==> src/rtl/wb_result_queue_pkg.sv <==
// ============================================================================
// Module : wb_result_queue_pkg
// Brief  : Shared backend writeback types and per-unit result-queue depths.
// Rev    : 1.0
// ============================================================================
`default_nettype none

package wb_result_queue_pkg;

  typedef struct packed {
    logic        en;
    logic        we;
    logic [5:0]  robIdx;
    logic [4:0]  rd;
    logic [31:0] res;
    logic [4:0]  exccode;
    logic        irq_enable;
  } WBData;

  // Result-queue depths for each slow unit sharing a writeback slot.
  localparam int c_DIV_WBQ_DEPTH   = 4;
  localparam int c_FDIV_WBQ_DEPTH  = 4;
  localparam int c_FMISC_WBQ_DEPTH = 2;

endpackage

`default_nettype wire

==> src/rtl/wb_result_queue.sv <==
// ============================================================================
// Module : wb_result_queue
// Brief  : Circular buffer holding multi-cycle unit results until the shared
//          writeback port grants a slot. Rev 1.0
// ============================================================================
`default_nettype none

module wb_result_queue
  import wb_result_queue_pkg::*;
#(
  parameter int DEPTH = 4
) (
  input  logic                   clk,
  input  logic                   rst,
  input  WBData                  in_data,
  output logic                   in_ready,
  output WBData                  out_data,
  input  logic                   out_grant,
  input  logic                   flush,
  output logic [$clog2(DEPTH):0] count
);

  localparam int c_AW = $clog2(DEPTH);

  logic [c_AW:0] r_head;
  logic [c_AW:0] r_tail;
  WBData         r_mem [DEPTH];

  logic w_empty;
  logic w_full;
  logic w_push;
  logic w_pop;

  assign w_empty  = (r_head == r_tail);
  assign w_full   = (r_head[c_AW-1:0] == r_tail[c_AW-1:0]) &&
                    (r_head[c_AW] != r_tail[c_AW]);
  assign count    = r_tail - r_head;
  // Depends only on pointer state, so no path from out_grant or in_data.
  assign in_ready = !w_full;
  assign w_push   = in_data.en && in_ready;
  assign w_pop    = !w_empty && out_grant;

  always_comb begin
    out_data = '0;
    if (!w_empty) begin
      out_data    = r_mem[r_head[c_AW-1:0]];
      out_data.en = 1'b1;
    end
  end

  // Pointers carry an extra wrap bit; a plain increment wraps and toggles it.
  always_ff @(posedge clk) begin
    if (rst || flush) begin
      r_head <= '0;
      r_tail <= '0;
    end else begin
      if (w_push) r_tail <= r_tail + 1'b1;
      if (w_pop)  r_head <= r_head + 1'b1;
    end
  end

  always_ff @(posedge clk) begin
    if (w_push && !flush && !rst) begin
      r_mem[r_tail[c_AW-1:0]] <= in_data;
    end
  end

endmodule

`default_nettype wire

==> config.mk <==
export PLATFORM = sky130hd
export DESIGN_NAME = wb_result_queue
export DESIGN_NICKNAME = d
export VERILOG_FILES = /design/src/rtl/wb_result_queue_pkg.sv /design/src/rtl/wb_result_queue.sv
export SDC_FILE = /design/constraint.sdc
export NUM_CORES = 1
export LEC_CHECK = 0
export BUFFER_PORTS_ARGS = -buffer_cell sky130_fd_sc_hd__buf_2
export CORE_MARGIN = 5
export CORE_UTILIZATION = 40
export DETAILED_ROUTE_END_ITERATION = 12
export GPL_ROUTABILITY_DRIVEN = 0
export PLACE_DENSITY = 0.55
export SLEW_MARGIN = 5
export SYNTH_ARGS = -nofsm -noshare
export SYNTH_HDL_FRONTEND = slang
export SYNTH_SLANG_ARGS = --single-unit
==> constraint.sdc <==
create_clock -name clk -period 3.6 [get_ports clk]
set_input_delay 0.36 -clock clk [delete_from_list [all_inputs] [get_ports clk]]
set_output_delay 0.36 -clock clk [all_outputs]
set_load 0.05 [all_outputs]
**After elaboration in Yosys (flattened, before gate mapping)**

Memory sizes are Yosys's and may differ from the RTL's. A register that Yosys moved wholly into a read port is not among the register bits.
Cells that the tools add are included.

- $add $sub $neg: 3
- Equality and inequality tests: 3
- Muxes and demuxes: 5
- Reduce and logical (&&, ||, !) cells: 10

Operators with widths:

| cell | number |
|---|---|
| 2-to-1 mux 51 bit | 1 |
| adder 3 x 1 -> 3 bit, second input constant | 2 |
| logical AND 1 bit | 5 |
| logical NOT 1 bit | 4 |
| 2-to-1 mux 2 bit | 2 |
| == test 3 bit | 1 |
| subtractor 3 bit | 1 |
| == test 2 bit | 1 |
| 2-to-1 mux 1 bit | 2 |
| logical OR 1 bit | 1 |
| inequality test 1 bit | 1 |

- Flip-flop bits (word level): 6
- Memory bits (writable): 204
- Input bits: 55
- Output and inout bits: 55
- Logic and storage cells: 24
- Memories kept: 1

Memories:

| memory | words | bits a word | rd ports | clocked after Yosys merged registers in | wr ports | line | source |
|---|---|---|---|---|---|---|---|
| r_mem | 4 | 51 | 1 | 1 | 1 | wb_result_queue.sv:27 | `WBData r_mem [DEPTH];` |

**Longest topological paths before layout**

- Depth in word-level cells: 8
- Mapped depth: 6
- Depth with buffers taken out: 5

**Worst setup path before layout**

No wires, ideal clock.

- Path kind: reg2reg
- Start point: register r_tail[0]
- End point: memory r_mem[0][0] in the netlist's numbering, enable pin
- Setup time: 0.413 ns
- Arrival: 2.583 ns
- Data required time: 3.187 ns
- Setup slack: 0.604 ns
- Cell stages (with the launch flop): 6
- Buffers on the path: 0
- Clock period less this slack: 2.996 ns
- Path through: dfxtp_1 > inv_1 > ha_1 > and2_1 > a21oi_1 > and3_1

- Word-level cells in the longest chain between the ends: 8

RTL lines:

| what | line | source |
|---|---|---|
| start: declaration | wb_result_queue.sv:26 | `logic [c_AW:0] r_tail;` |
| start signal: assignment | wb_result_queue.sv:57 | `if (w_push) r_tail <= r_tail + 1'b1;` |
| == test 2 bit | wb_result_queue.sv:35 | `assign w_full = (r_head[c_AW-1:0] == r_tail[c_AW-1:0]) &&` |
| logical AND 1 bit | wb_result_queue.sv:35 |  |
| logical NOT 1 bit | wb_result_queue.sv:39 | `assign in_ready = !w_full;` |
| logical AND 1 bit | wb_result_queue.sv:40 | `assign w_push = in_data.en && in_ready;` |
| logical AND 1 bit (2 in series) | wb_result_queue.sv:63 | `if (w_push && !flush && !rst) begin` |
| 2-to-1 mux 1 bit | wb_result_queue.sv:63 |  |
| 2-to-1 mux 1 bit (not written as such) | wb_result_queue.sv:64 | `r_mem[r_tail[c_AW-1:0]] <= in_data;` |
| end: declaration | wb_result_queue.sv:27 |  |

Parallel ways exist; a longest one is shown, timed or not.

==> results.yml <==
status:
  outcome: "finished, final reports clean"
layout:
  fin_area_mm2: 0.00979
  drive_gt1_share_pct: 40.2
  nFillCells: 1739
  syn_to_final_growth_pct: 20.2
  utilization_pct: 48.6
  nets: 570
grt:
  globalRouteOverflowTotal: 0
  grt_pass1_vias: 4374
  grt_pass1_wl_um: 24800
  met1_usage_pct: 18.0
  grt_use_met2_pct: 22.6
  busiest_layer: "met2"
  antenna_found_initial: 4
  grt_max_degree: 41
  grt_usage_pct: 13.6
  grtUsageMet3_pct: 3.55
power_and_ir_drop:
  p_leak_nw: 3.36
  p_per_area_mw_per_mm2: 543
  peakVddDrop_v: 0.000350
clock_network:
  clock_path_buffers: 3
  cts_resized: 0
  holdBufCountCts: 0
  cts-root-buf: "clkbuf_16"
  cts_tree: "done"
  htreeDepth: 1
  numCtsBuffers: 23
  clock-sinks: 208
  clk_latency_ps: 510
  post_cts.repair.setup_buffers: 0
  clkTransAtPathRegs_ps: 60
synthesis:
  yosysTopAreaCellShare_pct: 73.7
  ys_top_cells_by_count: "edfxtp_1, nor2b_1, mux4_2, buf_6, inv_1"
  netlist_area_mm2: 0.00815
  synthArstFlopShare_pct: 0
  yosys_warnings: 0
  syn_inst: 381
  ys_seq_area_share_pct: 75.7
  syn-num-nets: 444
  syn_avg_cell_area_um2: 21.4
  synth.area.top_cells: "edfxtp_1, mux4_2, nor2b_1"
  ys_seq_elements: 208
  synth_top_area_cell: "edfxtp_1"
  synth_edf_count: 200
  yosysUniqueCellTypes: 25
  synth-main-ff-cell: "edfxtp_1"
  yosysMostFrequentCell: "edfxtp_1"
worst_setup_path:
  cp_max_fo: 25
  cp.required_ps: 3240
  startpoint_type: "flop"
  arrival_ps: 2520
  critPathKind: "flop to output port"
  r2r_start: "r_tail[0]"
  crit_path_end_kind: "output port"
floorplanning:
  dieArea_mm2: 0.0233
  core_mm2: 0.0202
  start_util_pct: 40.4
  die_y_um: 153
  die_w_um: 153
  ios: 110
  row_count: 52
detailed_routing:
  antenna_left: 0
  routed_wl_um: 15800
  dr.pass1.iters: 6
  drt_iter0_drc: 189
  drc: 0
  vias: 3896
  routedWlPerCell_um: 19.9
  avgViaCountPerCell: 4.91
placed_design:
  dpl_cell_area_mm2: 0.00903
  port_buffers: 109
  hpwl_um: 9880
  place_ws_ps: 860
sta:
  hold_violations: 0
  slew_headroom_pct: 51.0
  slew_viol_final: 0
  worst_slew_pin_slew_ps: 734
  finalClockSkew_ps: 13.5
  timing.final.ws_setup_ps: 718
  rsz0062_at_grt: "no"
  fin_crit_ps: 2880
  fmax_mhz: 347
  fin_crit_sh_pct: 80.1
  setup_tns_ps: 0
  setup_viol: 0
run:
  drv_cap: 0
hold_path:
  hp-start: "in_data[14]"
  hp-class: "input port to flop"
-- per-stage QoR --
step | instances | hold slack (ps) | power, W
2_1_floorplan | 381 | 459 | 0.00295
3_3_place_gp | 752 | 485 | 0.00305
3_5_place_dp | 752 | 511 | 0.00306
4_1_cts | 793 | 43.7 | 0.00538
5_1_grt | 794 | 46.2 | 0.00551
6_report | 794 | 64.7 | 0.00531
-- registers in the layout, summed over array words and instances, names as in the netlist, named ones only --
signal  cells
r_tail      3
r_mem     200
r_head      3
-- power by group --
| part | internal [W] | leakage [nW] | total [W] | switching (W) |
|---|---|---|---|---|
| Combinational | 0.0000957 | 1.11 | 0.000314 | 0.000219 |
| Clock | 0.00143 | 0.375 | 0.00231 | 0.000883 |
| Sequential | 0.00268 | 1.87 | 0.00269 | 0.00000993 |
| Total | 0.00420 | 3.36 | 0.00531 | 0.00111 |
-- path summary, 6_finish.rpt --
kind         slack (ps)  depth (start not counted)      endpoint
max                 720                          4  out_data[39]
min reg2reg         510                          2     r_tail[0]
max reg2reg         930                          6   r_mem[2][2]
min                  60                          1  r_mem[1][14]
-- layout by cell type, fill, tap and decap left out, types with 4 or more instances in the layout --
master,count
and3_2,4
buf_12,5
buf_2,109
buf_4,5
clkbuf_1,6
clkbuf_16,23
clkbuf_8,5
dfxtp_1,6
edfxtp_1,200
ha_1,7
inv_1,11
mux2i_1,5
mux4_2,50
nand2_1,9
nor2b_1,51
-- cells by family (layout without fill, tap and decap cells) --
kind of cell	count (synthesis)	count (layout)	share of synthesized area [%]
AO/OA/AOI/OAI	6	6	0.614
XOR/XNOR	3	3	0.323
adder cells (fa/ha/maj)	8	8	1.32
buffers and inverters	29	171	2.44
flip-flops	208	208	75.7
multiplexers	55	55	14.4
other	0	1	0
AND/OR/NAND/NOR	72	72	5.19
-- routing by layer --
metal	part of all wire (%)	wire, um	vias up
met4	2.1	330	6
met3	5.3	834	32
met2	49	7770	99
met1	43	6800	1981
met5	0.31	49	-
li1	-	-	1778
-- area by class of cell --
class | instances | area (um^2) | area share [%]
Antenna cell | 1 | 2.50 | 0.0256
Clock buffer | 34 | 667 | 6.81
Clock inverter | 7 | 97.6 | 0.997
Inverter | 11 | 41.3 | 0.422
Multi-Input combinational cell | 144 | 1790 | 18.3
Sequential cell | 208 | 6170 | 63.0
Tap cell | 270 | 338 | 3.45
Timing Repair Buffer | 119 | 683 | 6.98
-- worst max-delay path: stages, from the launching register on --
cell and delay (ps):
dfxtp_4 660, buf_4 390, mux4_2 560, nor2b_1 160, buf_2 230
No activity file was read; power rests on OpenSTA's default activity.
